--- src/rtl/ioctl_source.sv ---
// ioctl_source: streams a source byte stream into an ioctl download window,
// pacing write strobes WR_GAP clocks apart and holding the window TAIL_CYC clocks after the last write.
module ioctl_source #(
    parameter int WR_GAP   = 8,
    parameter int TAIL_CYC = 4
) (
    input  logic        clk_sys,
    input  logic        reset_n,
    input  logic        start,
    input  logic [7:0]  index,
    input  logic [24:0] length,
    input  logic        src_valid,
    input  logic [7:0]  src_data,
    output logic        src_ready,
    output logic        ioctl_download,
    output logic        ioctl_wr,
    output logic [24:0] ioctl_addr,
    output logic [7:0]  ioctl_dout,
    output logic [7:0]  ioctl_index,
    output logic        busy,
    output logic        done
);
    typedef enum logic [2:0] {IDLE, ARM, WAIT_DATA, WRITE, GAP, TAIL} state_t;
    // GAP plus the mandatory WRITE and WAIT_DATA clocks gives exactly WR_GAP between strobes
    localparam logic [7:0] GAP_LD  = 8'(WR_GAP > 2 ? WR_GAP - 3 : 0);
    localparam logic [7:0] TAIL_LD = 8'(TAIL_CYC - 1);
    state_t      state;
    logic [24:0] remain;
    logic [24:0] count;
    logic [7:0]  timer;
    assign src_ready      = state == WAIT_DATA;
    assign ioctl_wr       = state == WRITE;
    assign ioctl_download = state != IDLE;
    assign busy           = state != IDLE;
    always_ff @(posedge clk_sys) begin
        if (!reset_n) begin
            state       <= IDLE;
            remain      <= '0;
            count       <= '0;
            timer       <= '0;
            ioctl_addr  <= '0;
            ioctl_dout  <= '0;
            ioctl_index <= '0;
            done        <= 1'b0;
        end else begin
            done <= 1'b0;
            case (state)
                IDLE: if (start) begin
                    ioctl_index <= index;
                    remain      <= length;
                    count       <= '0;
                    state       <= ARM;
                end
                ARM: if (remain == '0) begin
                    timer <= TAIL_LD;
                    state <= TAIL;
                end else begin
                    state <= WAIT_DATA;
                end
                WAIT_DATA: if (src_valid) begin
                    ioctl_dout <= src_data;
                    ioctl_addr <= count;
                    state      <= WRITE;
                end
                WRITE: begin
                    count  <= count + 25'd1;
                    remain <= remain - 25'd1;
                    if (remain == 25'd1) begin
                        timer <= TAIL_LD;
                        state <= TAIL;
                    end else if (WR_GAP > 2) begin
                        timer <= GAP_LD;
                        state <= GAP;
                    end else begin
                        state <= WAIT_DATA;
                    end
                end
                GAP: if (timer == '0) state <= WAIT_DATA;
                     else timer <= timer - 8'd1;
                TAIL: if (timer == '0) begin
                    state <= IDLE;
                    done  <= 1'b1;
                end else begin
                    timer <= timer - 8'd1;
                end
                default: state <= IDLE;
            endcase
        end
    end
endmodule
--- config.mk ---
export PLATFORM = sky130hd
export DESIGN_NAME = ioctl_source
export DESIGN_NICKNAME = d
export VERILOG_FILES = /design/src/rtl/ioctl_source.sv
export SDC_FILE = /design/constraint.sdc
export NUM_CORES = 1
export LEC_CHECK = 0
export ABC_AREA = 1
export ABC_CLOCK_PERIOD_IN_PS = 4800
export CORE_MARGIN = 1
export CORE_UTILIZATION = 55
export DETAILED_ROUTE_END_ITERATION = 7
export GPL_TIMING_DRIVEN = 0
export PLACE_DENSITY = 0.89
export SYNTH_ARGS = -nofsm -noshare
export SYNTH_HDL_FRONTEND = slang
export SYNTH_SLANG_ARGS = --single-unit
--- constraint.sdc ---
create_clock -name clk_sys -period 4.8 [get_ports clk_sys]
set_input_delay 1.44 -clock clk_sys [delete_from_list [all_inputs] [get_ports clk_sys]]
set_output_delay 1.44 -clock clk_sys [all_outputs]
set_load 0.02 [all_outputs]
==> run summary, run 1 <==
The logs give 0 for the count of pins over their slew limit and 51.84% for the worst slew margin relative to its limit. The final layout contains 993 nets. Maximum frequency from static timing analysis: 281.5 MHz.

The mean area per synthesized cell works out to 6.499 sq um. The logs give 1406 uW for the net switching power figure and 894 for the net count of the mapped netlist. The routed design has 15130 um of wire.

In this run the biggest area consumer among cell types represents 37.59% of the synthesized area. Power comes to 3071 uW. The critical path capture point type was a primary output.

The run gives 0 as the number of gates resized after CTS. For this run, the total global-route usage over all layers was measured as 30.39%. The tools report the count of final hold-check violations as 0. The most used flip-flop cell after synthesis is sky130_fd_sc_hd__dfxtp_1. For the synthesized netlist cell count, the log shows 844. In this run, the combinational gates consume 47.3% of the power. The first detailed-routing pass took 6 iterations. In this run the standard cell core region covers 9729 sq um.

Final setup TNS: 0 ps. Setup repair after global routing left no endpoint under its margin. TritonCTS built the clock tree. On the final layout, the worst hold slack is 467.6 ps.

Via count of the first global-routing pass: 5331. Max-cap violations in this run came to 0. Across all register-to-register paths, the minimum setup slack is 2860 ps.

The analysis attributes to cell leakage a power of 0.002598 uW. The type of the worst setup path was reg -> out. No sink is reached through more buffers than the 2 on the longest clock path.

The TritonCTS sink count was 103. Across all layers, the routed design uses 5855 vias. The number of cells on the worst hold path works out to 2.

Entering global routing, the biggest net connects 21 pins. The average detailed-routed wire length per instance was 14.00 um; the post-cts hold buffer count was 0. After clock tree synthesis, the setup repair step added 0 buffers. Cell at the root of the clock tree: sky130_fd_sc_hd__clkbuf_8. The run gives 36 as the number of core rows. Internal power comes to 1665 uW.

The placed instance area came out at 6533 sq um. The power density of the placed cells is 455.8 nW/um^2. Of the available clock period, the critical path in the final layout requires 74.01%.

Summed over all layers, the global routing overflow is 0. The tools report the startpoint of the lowest-slack hold path as ioctl_addr[6]. The residual DRC count came out at 0. The number of setup violations in the final report came out at 0.

Measured along the x axis, the die boundary spans 101.9 um. The share of the Yosys chip area taken by registers is 37.59%. The library cell occupying the most area in the post-synthesis netlist is sky130_fd_sc_hd__dfxtp_1. The source-to-sink clock delay at the later pin of the worst-skew pair is 380 ps, and the data arrival time at the worst-slack endpoint is 2110 ps. In this run the critical register-to-register path is captured at timer[1]. Clock-pin slew was measured on the worst setup and hold paths at 120 ps. OpenSTA, run right after detailed placement, puts the worst setup slack at 1675 ps. The sum of net half-perimeters after detailed placement was 11020 um; the die outline height was 101.9 um. Switching share of total power: 45.78%. Total I/O pin count: 91. The run finished with clean final reports. Counting I/O delays and the setup requirement, the final critical path takes 3552 ps. The maximum fanout along the worst path is 10. The cell depth of the worst flop-to-flop path came out at 12.

The count of different cell masters after synthesis was 41. The fill cell total of the finished layout was 862; the detail-routed via count per cell was 5.416. The first global-routing pass estimated 24810 um of wire. For the global placer's final weighted congestion, the log shows 0.9340. In this run the worst hold path is classified as reg -> reg.

For the pin with the worst max-slew slack, the measured transition is 722.4 ps. The worst-case IR drop observed on VDD is 0.2259 mV. After synthesis the cells add up to 5485 sq um.

The count of routing violations after the opening detailed-route iteration came out at 457. The die covers 10380 sq um. Counting flops and latches in the post-synthesis netlist gives 103. Data on the critical path is required at its endpoint by 3360 ps. For the final database, setup skew stands at 14.02 ps. The tools report the launch point of the worst reg-to-reg path as remain[0]. Once layout is done, the placed cells without fillers occupy 6738 sq um. The count of nets left with antenna violations once routing finished came out at 0. Once the floorplan was initialized, standard cells occupied 56.38% of the core. Sequential cells account for 34.0% of the total power. The worst setup path is launched from a flop. The antenna cell count came out at 0. In the post-synthesis netlist, the biggest area contributors are sky130_fd_sc_hd__dfxtp_1 (38%), sky130_fd_sc_hd__nand2_1 (17%), sky130_fd_sc_hd__nand3_1 (8.9%). Total number of yosys warnings: 0.

Across all setup checks in the final design, the least slack found is 1248 ps. The H-tree was split into 3 levels. Share of synthesized registers carrying an async set or reset: 0%. For hold timing, the worst endpoint is ioctl_addr[6]. TritonCTS created 9 clock buffers. Buffers placed on the I/O ports in this run total 88.

Cells with a size suffix above 1 make up 9.494% of the layout. The synthesized design contains 0 enable-type register cells. Initial antenna violation count: 0. The share of total power dissipated in the clock network is 18.7%. Relative to the synthesized area, the layout overhead comes to 22.83%.
## stage by stage
step	cells	utilization (%)
after floorplan	844	-
after global placement	1065	67.14
after detailed placement	1065	67.14
after CTS	1081	69.25
after global routing	1081	69.25
final	1081	69.25
## state kept, by name, indices dropped and copies added (netlist names)
register and cells:
timer 8, ioctl_index 8, count 25, state 3, ioctl_addr 25, done 1, remain 25, ioctl_dout 8
## final cells by class
| type | count | area, sq um | area share [%] |
|---|---|---|---|
| clock buffer | 10 | 137.6 | 2.043 |
| buffer | 36 | 177.7 | 2.637 |
| timing repair buffer | 88 | 880.8 | 13.07 |
| inverter | 77 | 295.3 | 4.383 |
| tap | 133 | 166.4 | 2.470 |
| clock inverter | 6 | 67.56 | 1.003 |
| sequential | 103 | 2062 | 30.60 |
| multi-input combinational | 628 | 2950 | 43.79 |
## kinds of logic (layout without fill, tap and decap cells)
family                   Yosys count  after routing  synth area share, %
adder cells (fa/ha/maj)            5              5                1.141
AND/OR/NAND/NOR                  499            499                40.15
XOR/XNOR                           2              2               0.3194
AO/OA/AOI/OAI                    122            122                12.18
flip-flops                       103            103                37.59
buffers and inverters            113            217                8.622
## how the worst max path moves through the flow
stage | start | to | slack [ps] | cells after the start
floorplan | reset_n | ioctl_addr[10] | 2350 | 5
global placement | state[0] | src_ready | 1690 | 5
detailed placement | state[1] | src_ready | 1680 | 4
CTS | state[0] | src_ready | 1250 | 5
global route | state[0] | src_ready | 1140 | 5
finish | state[0] | src_ready | 1250 | 5
## cells in the mapped netlist, types with 2 or more instances
library cell                 n
sky130_fd_sc_hd__or2_2       4
sky130_fd_sc_hd__buf_6       2
sky130_fd_sc_hd__o21ai_1     9
sky130_fd_sc_hd__inv_1      58
sky130_fd_sc_hd__o211ai_1    4
sky130_fd_sc_hd__nand2_1   249
sky130_fd_sc_hd__a21oi_1    72
sky130_fd_sc_hd__nand4_1    13
sky130_fd_sc_hd__ha_1        5
sky130_fd_sc_hd__dfxtp_1   103
sky130_fd_sc_hd__buf_2      16
sky130_fd_sc_hd__nand3_2     3
sky130_fd_sc_hd__nor2_4      4
sky130_fd_sc_hd__nor3_1      8
sky130_fd_sc_hd__nand3_1    98
sky130_fd_sc_hd__nand2_4     2
sky130_fd_sc_hd__nor2_2      9
sky130_fd_sc_hd__o21ai_0    16
sky130_fd_sc_hd__nand2_2    10
sky130_fd_sc_hd__a31oi_1    12
sky130_fd_sc_hd__nor2_1     93
sky130_fd_sc_hd__or2_1       2
sky130_fd_sc_hd__buf_4       2
sky130_fd_sc_hd__inv_2      16
sky130_fd_sc_hd__xor2_1      2
sky130_fd_sc_hd__o21bai_1    2
sky130_fd_sc_hd__clkbuf_1   16
## power by group through the flow
stage / Sequential [uW] / Combinational (uW) / Clock [uW]
after floorplan: 1060 / 1020 / 0
after global placement: 1060 / 1400 / 0
after detailed placement: 1060 / 1420 / 0
after CTS: 1040 / 1430 / 578
after global routing: 1060 / 1620 / 611
final: 1040 / 1450 / 574
## metal layers
layer,vias to the layer above,global-route usage [%],routed length [um]
li1,2937,-,-
met4,0,12.75,444
met1,2659,37.64,6658
met5,-,0,0
met2,227,51.61,6951
met3,32,6.156,1076
## worst max-delay path, stage by stage (launching register included)
cell                              delay [ps]
sky130_fd_sc_hd__dfxtp_1                 400
sky130_fd_sc_hd__nor2_1                  140
sky130_fd_sc_hd__inv_2                    60
sky130_fd_sc_hd__nor2_4                  240
sky130_fd_sc_hd__buf_2                   270
sky130_fd_sc_hd__clkdlybuf4s50_1         630
## cell usage in the layout (no fill, tap or decap), types with 10 or more instances in the layout
cell / count
sky130_fd_sc_hd__nor2_1: 93
sky130_fd_sc_hd__clkbuf_8: 10
sky130_fd_sc_hd__clkdlybuf4s50_1: 88
sky130_fd_sc_hd__nand2_1: 249
sky130_fd_sc_hd__buf_2: 16
sky130_fd_sc_hd__o21ai_0: 16
sky130_fd_sc_hd__nand2_2: 10
sky130_fd_sc_hd__a31oi_1: 12
sky130_fd_sc_hd__nand4_1: 13
sky130_fd_sc_hd__clkbuf_1: 16
sky130_fd_sc_hd__a21oi_1: 72
sky130_fd_sc_hd__inv_1: 58
sky130_fd_sc_hd__inv_2: 16
sky130_fd_sc_hd__dfxtp_1: 103
sky130_fd_sc_hd__nand3_1: 98
(Power assumes the default switching activity.)
==> run 2, diff against run 1 <==
Settings changed: ABC_CLOCK_PERIOD_IN_PS 4800 to 3400, CORE_UTILIZATION 55 to 54, PLACE_DENSITY 0.89 to 0.88.
Clock period 4.8 ns to 3.4 ns, I/O delays scaled along.
==> run 2 against run 1 <==
Power increased by 42%; combinational power increased by 41%; via count decreased by 1.5%; final cell count unchanged; sequential power increased by 41%; clock skew decreased by 0.92 ps; global-route usage decreased by 0.79 points; count of clock-buffer cells in the layout unchanged; flip-flop and latch count unchanged; critical path type unchanged; largest power group unchanged.
==> run summary, run 2 (synthesis gave the netlist of run 1 again) <==
The first-pass iteration count of the detailed router is 6 (unchanged), and the count of buffers from port buffering is 88 (unchanged). Global placer's final weighted congestion: 0.9845 (was 0.9340). The max capacitance violation total is 0 (unchanged), and the number of clock buffers inserted by TritonCTS is 9 (unchanged). The detail-routed via count per cell is 5.337 (was 5.416). The critical path launch point was state[0] (unchanged).

Worst-case clock skew: 13.11 ps (was 14.02 ps). The cell with the biggest individual delay on the critical path was sky130_fd_sc_hd__clkdlybuf4s50_1 (unchanged). The TritonCTS sink count was 103 (unchanged). The count of pins over their slew limit is 0 (unchanged). TritonCTS built the clock tree. The number of gates resized after CTS came out at 0 (unchanged). Maximum buffer depth of the clock tree: 2 (unchanged). For the post-cts hold buffer count, the log shows 0 (unchanged).

The run gives 0 ps (unchanged) as the final setup TNS. The floorplan core area was 9819 sq um (was 9729 sq um). The most common cell after layout, fill and taps aside is sky130_fd_sc_hd__nand2_1 (unchanged). The count of routing violations after the opening detailed-route iteration was 380 (was 457). The cell at the root of the clock tree was sky130_fd_sc_hd__clkbuf_8 (unchanged). The area of the die is 10560 sq um (was 10380 sq um), and the antenna cell count is 0 (unchanged). Starting utilization of the core area: 55.86% (was 56.38%).

The tools report the critical path capture point type as a primary output (unchanged). Dividing the final minimum period by the clock period gives 92.33%. The launch point of the worst reg-to-reg path was remain[0] (unchanged). The wire length of the first global-routing pass was 24300 um (was 24810 um). Registers with the most flip-flops: count: 25 flops, ioctl_addr: 25 flops, remain: 25 flops (unchanged). The run gives 2380 ps (was 3360 ps) as the data required time at the worst endpoint. The startpoint type of the worst setup path is a flop (unchanged).

The minimum clock period after layout is 3139 ps, and the count of buffer and inverter cells on the critical path is 3 (unchanged). The fill cell total of the finished layout is 877 (was 862), and the source-to-sink clock delay at the later pin of the worst-skew pair is 390 ps (was 380 ps). Cells along the critical path: nand3_4 > clkinv_4 > buf_2 > clkdlybuf4s50_1 (was nor2_1 > inv_2 > nor2_4 > buf_2 > clkdlybuf4s50_1).

The final net count was 993 (unchanged). The sum of net half-perimeters after detailed placement is 10970 um (was 11020 um), and the worst slew margin relative to its limit is 50.80% (was 51.84%). The residual DRC count is 0 (unchanged), and the largest voltage drop on the vdd net is 0.3403 mV (was 0.2259 mV). The clock-pin transition on the worst setup and hold timing paths works out to 110 ps (was 120 ps). The run gives 318.6 MHz as the maximum frequency from static timing analysis. The logs give 0 (unchanged) for the post-CTS setup buffer count and 14920 um (was 15130 um) for the total wire length after detailed routing.

The logs give 0 (unchanged) for the post-detailed-route count of antenna-violating nets and 91 (unchanged) for the total I/O pin count. The die outline height is 102.8 um (was 101.9 um), and the static leakage is 0.002603 uW (was 0.002598 uW). Remaining global-route overflow: 0 (unchanged).

The final critical-path setup slack is 260.8 ps (was 1248 ps), and the total global routing track utilization is 29.61% (was 30.39%). The run gives 5769 (was 5855) as the vias after detailed routing. The via count of the first global-routing pass was 5201 (was 5331). The worst min-delay path class is reg -> reg (unchanged).

The tools report the number of core rows as 36 (unchanged). The family with the most delay on the worst path was buffers and inverters (unchanged). The run finished with clean final reports. The tools report the post-place setup slack as 674.5 ps (was 1675 ps). Setup repair after global routing left no endpoint under its margin. The count of final hold-check violations is 0 (unchanged).

The deepest level of the CTS H-tree was 3 (unchanged); the power density of the placed cells was 646.3 nW/um^2 (was 455.8 nW/um^2). The number of setup violations in the final report came out at 0 (unchanged). The tools report the initial antenna violation count as 0 (unchanged). The type of the worst setup path is reg -> out (unchanged). The data arrival time at the worst-slack endpoint was 2120 ps (was 2110 ps); the share of post-route cells with drive strength above 1 was 9.494% (unchanged). Actual slew at the worst max-slew pin: 738.1 ps (was 722.4 ps).

The horizontal extent of the die came out at 102.8 um (was 101.9 um). Commonest cells after routing, fill and taps aside: sky130_fd_sc_hd__nand2_1 (249), sky130_fd_sc_hd__dfxtp_1 (103), sky130_fd_sc_hd__nand3_1 (98) (unchanged). The area added between synthesis and finish came out at 22.97% (was 22.83%). The tools report the startpoint of the lowest-slack hold path as ioctl_addr[13] (was ioctl_addr[6]). The biggest cell delay along the critical path is 650 ps (was 630 ps), and the average detailed-routed wire length per instance is 13.80 um (was 14.00 um). The maximum fanout along the worst path was 10 (unchanged); the pin count of the biggest net entering global routing was 19 (was 21).
[run 2: changes by cell type in the layout (fill, tap and decap cells not counted)]
cell | previous run | this run
sky130_fd_sc_hd__bufinv_16 | 0 | 1
sky130_fd_sc_hd__clkinv_2 | 1 | 2
sky130_fd_sc_hd__clkinv_4 | 1 | 2
sky130_fd_sc_hd__clkinv_8 | 1 | 0
sky130_fd_sc_hd__inv_6 | 2 | 1
sky130_fd_sc_hd__inv_8 | 3 | 2
[run 2: final cells by class]
class,count,area (sq um),share of cell area (%)
Tap cell,133,166.4,2.467
Sequential cell,103,2062,30.57
Inverter,77,295.3,4.378
Multi-Input combinational cell,628,2950,43.74
Clock inverter,6,75.07,1.113
Timing Repair Buffer,88,880.8,13.06
Clock buffer,10,137.6,2.040
Buffer,36,177.7,2.634
[run 2: final timing paths]
| kind | depth (start not counted) | endpoint | slack [ps] |
|---|---|---|---|
| worst max-delay path | 4 | ioctl_wr | 260 |
| worst min-delay path | 2 | ioctl_addr[13] | 470 |
| worst max register to register | 12 | timer[4] | 1450 |
| worst min register to register | 2 | ioctl_addr[13] | 470 |
[run 2: metal layers]
metal	global-route usage [%]	share of wire, %	vias up
li1	-	-	2945
met1	38.85	45	2593
met2	48.97	46	207
met3	5.356	7.1	24
met4	10.40	1.7	0
met5	0	0	-
[run 2: power breakdown]
part           leakage (uW)  total [uW]  switching [uW]  internal, uW
sequential         0.000836        1470             133          1340
combinational       0.00166        2040            1340           697
clock              0.000111         849             475           374
[run 2: through the flow]
stage                     util, %  total power [uW]  cell area [sq um]  cells  hold WS (ps)
after floorplan                 -              2945               5485    844         452.3
after global placement      66.53              3468               6533   1065         451.3
after detailed placement    66.53              3501               6533   1065         452.1
after CTS                   68.69              4337               6745   1081         468.0
after global routing        68.69              4657               6745   1081         483.3
final                       68.69              4360               6745   1081         466.9
[run 2: tightest hold or removal path, stage by stage (launching register included)]
cell and delay (ps):
sky130_fd_sc_hd__dfxtp_1 330, sky130_fd_sc_hd__nand2_1 60, sky130_fd_sc_hd__a21oi_1 50
==> run 3, diff against run 2 <==
Settings changed: ABC_CLOCK_PERIOD_IN_PS 3400 to unset, CORE_UTILIZATION 54 to 40, PLACE_DENSITY 0.88 to 0.7.
==> run 3 against run 2 <==
Critical path depth up 1; design area grew 1.7%; via count down 1.8%.
==> run summary, run 3 (synthesis gave the netlist of run 1 again) <==
The critical path capture point type is a primary output (unchanged). The number of logic stages on the critical path including buffering is 5 (was 4), and the residual DRC count is 0 (unchanged). The post-CTS setup buffer count was 0 (unchanged); the sum of net half-perimeters after detailed placement was 11470 um (was 10970 um).

The run gives 993 (unchanged) as the final net count. The clock-pin transition on the worst setup and hold timing paths is 70 ps (was 110 ps). The run gives 5.840 ps (was 13.11 ps) as the worst-case clock skew. The die outline height is 119.1 um (was 102.8 um). The family with the most delay on the worst path was buffers and inverters (unchanged). The startpoint type of the worst setup path is a flop (unchanged).

Starting utilization of the core area: 41.26% (was 55.86%). The run gives 2380 ps (about the same) as the data required time at the worst endpoint. The number of cells on the worst hold path is 2 (unchanged), and the post-detailed-route count of antenna-violating nets is 0 (unchanged). The number of gates resized after CTS is 0 (unchanged). Most common cell after layout, fill and taps aside: sky130_fd_sc_hd__nand2_1 (unchanged). Maximum buffer depth of the clock tree: 2 (unchanged). Wire length of the first global-routing pass: 26160 um (was 24300 um). The run gives 9 (unchanged) as the number of clock buffers inserted by TritonCTS. For the count of final hold-check violations, the log shows 0 (unchanged). The post-cts hold buffer count came out at 0 (unchanged). Registers with the most flip-flops: count: 25 flops, ioctl_addr: 25 flops, remain: 25 flops (unchanged). For the sequential group share of total power, the log shows 32.4% (was 33.8%). The net switching power figure was 1974 uW (was 1949 uW). The maximum frequency from static timing analysis came out at 321.4 MHz (was 318.6 MHz). The share of post-route cells with drive strength above 1 was 9.187% (was 9.494%). Cells along the critical path: nor2_1 > inv_2 > nor2_4 > buf_2 > clkdlybuf4s50_1 (was nand3_4 > clkinv_4 > buf_2 > clkdlybuf4s50_1). The cell depth of the worst flop-to-flop path is 13 (was 12).

The number of setup violations in the final report came out at 0 (unchanged). The worst min-delay path class is reg -> reg (unchanged). The fill cell total of the finished layout came out at 1376 (was 877).

Global placer's final weighted congestion: 0.9267 (was 0.9845). The part of the cycle the worst path needs was 91.51% (was 92.33%). TritonCTS built the clock tree.

The total global routing track utilization is 23.26% (was 29.61%). Type of the worst setup path: reg -> out (unchanged). The logs give 1108 (was 1065) for the number of cells after detailed placement and 2559 uW (was 2411 uW) for the internal power.

The worst slew margin relative to its limit is 53.60% (was 50.80%). The count of buffers from port buffering came out at 88 (unchanged). The run gives 2090 ps (was 2120 ps) as the data arrival time at the worst-slack endpoint. Commonest cells after routing, fill and taps aside: sky130_fd_sc_hd__nand2_1 (249), sky130_fd_sc_hd__dfxtp_1 (103), sky130_fd_sc_hd__nand3_1 (98) (unchanged).

The antenna cell count came out at 0 (unchanged). The average detailed-routed wire length per instance was 13.93 um (was 13.80 um); the detail-routed via count per cell was 5.046 (was 5.337). The total power was 4533 uW (was 4360 uW).

For the initial antenna violation count, the log shows 0 (unchanged). The part of the power in the clock network was 22.2% (was 19.5%). The static leakage is 0.002626 uW (was 0.002603 uW), and the power density of the placed cells is 660.9 nW/um^2 (was 646.3 nW/um^2). Combinational fraction of design power: 45.4% (was 46.7%). The flow ran to the end, and the final reports show no timing, DRC or antenna violations.

The source-to-sink clock delay at the later pin of the worst-skew pair was 360 ps (was 390 ps). The area added between synthesis and finish is 25.05% (was 22.97%), and the remaining global-route overflow is 0 (unchanged). The cell with the biggest individual delay on the critical path is sky130_fd_sc_hd__clkdlybuf4s50_1 (unchanged). The biggest cell delay along the critical path was 640 ps (was 650 ps); the pin count of the biggest net entering global routing was 17 (was 19). The run gives 5667 (was 5769) as the vias after detailed routing.

For the largest voltage drop on the vdd net, the log shows 0.3041 mV (was 0.3403 mV). The tools report the number of core rows as 42 (was 36). Setup repair after global routing left no endpoint under its margin.

The switching share of total power is 43.55% (was 44.70%), and the deepest level of the CTS H-tree is 3 (unchanged). The tools report the total I/O pin count as 91 (unchanged). The total wire length after detailed routing is 15640 um (was 14920 um), and the maximum fanout along the worst path is 10 (unchanged).

The actual slew at the worst max-slew pin works out to 696.0 ps (was 738.1 ps). The floorplan core area is 13300 sq um (was 9819 sq um), and the final setup TNS is 0 ps (unchanged). The first-pass iteration count of the detailed router is 5 (was 6), and the TritonCTS sink count is 103 (unchanged). The horizontal extent of the die was 119.1 um (was 102.8 um); the count of routing violations after the opening detailed-route iteration was 353 (was 380). The minimum clock period after layout is 3111 ps (was 3139 ps). The count of buffer and inverter cells on the critical path came out at 3 (unchanged). Count of pins over their slew limit: 0 (unchanged). The logs give 14190 sq um (was 10560 sq um) for the area of the die and 1123 (was 1081) for the final standard cell count with taps included and fillers excluded. The cell at the root of the clock tree is sky130_fd_sc_hd__clkbuf_16 (was sky130_fd_sc_hd__clkbuf_8). The via count of the first global-routing pass was 5377 (was 5201); the max capacitance violation total was 0 (unchanged).
==> run 3: routing by layer <==
layer | part of all wire [%] | global-route usage, %
met5 | 0 | 0
met4 | 1.6 | 7.120
met3 | 5.2 | 5.364
met2 | 46 | 38.26
met1 | 47 | 30.06
==> run 3: path summary, 6_finish.rpt <==
kind                            slack, ps              to      startpoint
worst max-delay path                  290       src_ready        state[0]
worst min-delay path                  460  ioctl_addr[12]  ioctl_addr[12]
worst max register to register       1470        timer[0]       remain[0]
worst min register to register        460  ioctl_addr[12]  ioctl_addr[12]
==> run 3: tightest hold or removal path, delay by kind of cell, from the launching register on <==
family	cells	cell delay, ps
AND/OR/NAND/NOR	1	60
AO/OA/AOI/OAI	1	50
flip-flops	1	310
==> run 3: power groups by stage <==
| stage | registers, uW | logic, uW | clock network (uW) |
|---|---|---|---|
| floorplan | 1500 | 1440 | 0 |
| global placement | 1500 | 2010 | 0 |
| detailed placement | 1490 | 2040 | 0 |
| CTS | 1470 | 2050 | 1020 |
| global route | 1490 | 2330 | 1070 |
| finish | 1470 | 2060 | 1000 |
==> run 3: cell type report <==
class                   count  area (sq um)  share of cell area [%]
clock inverters             3         26.28                  0.3831
plain buffers              36         177.7                   2.590
repair buffers             88         880.8                   12.84
well taps                 176         220.2                   3.211
clock buffers              12         246.5                   3.594
flip-flops and latches    103          2062                   30.06
multi-input cells         628          2950                   43.01
inverters                  77         295.3                   4.305
==> run 3: through the flow <==
step                      area (sq um)  util, %  hold WS, ps  setup WS (ps)
after detailed placement          6586    49.54        453.7          663.2
after global routing              6859    51.59        479.5          189.7
after CTS                         6859    51.59        463.8          275.2
final                             6859    51.59        460.5          288.6
after global placement            6586    49.54        450.0          662.3
after floorplan                   5485        -        452.3           1370
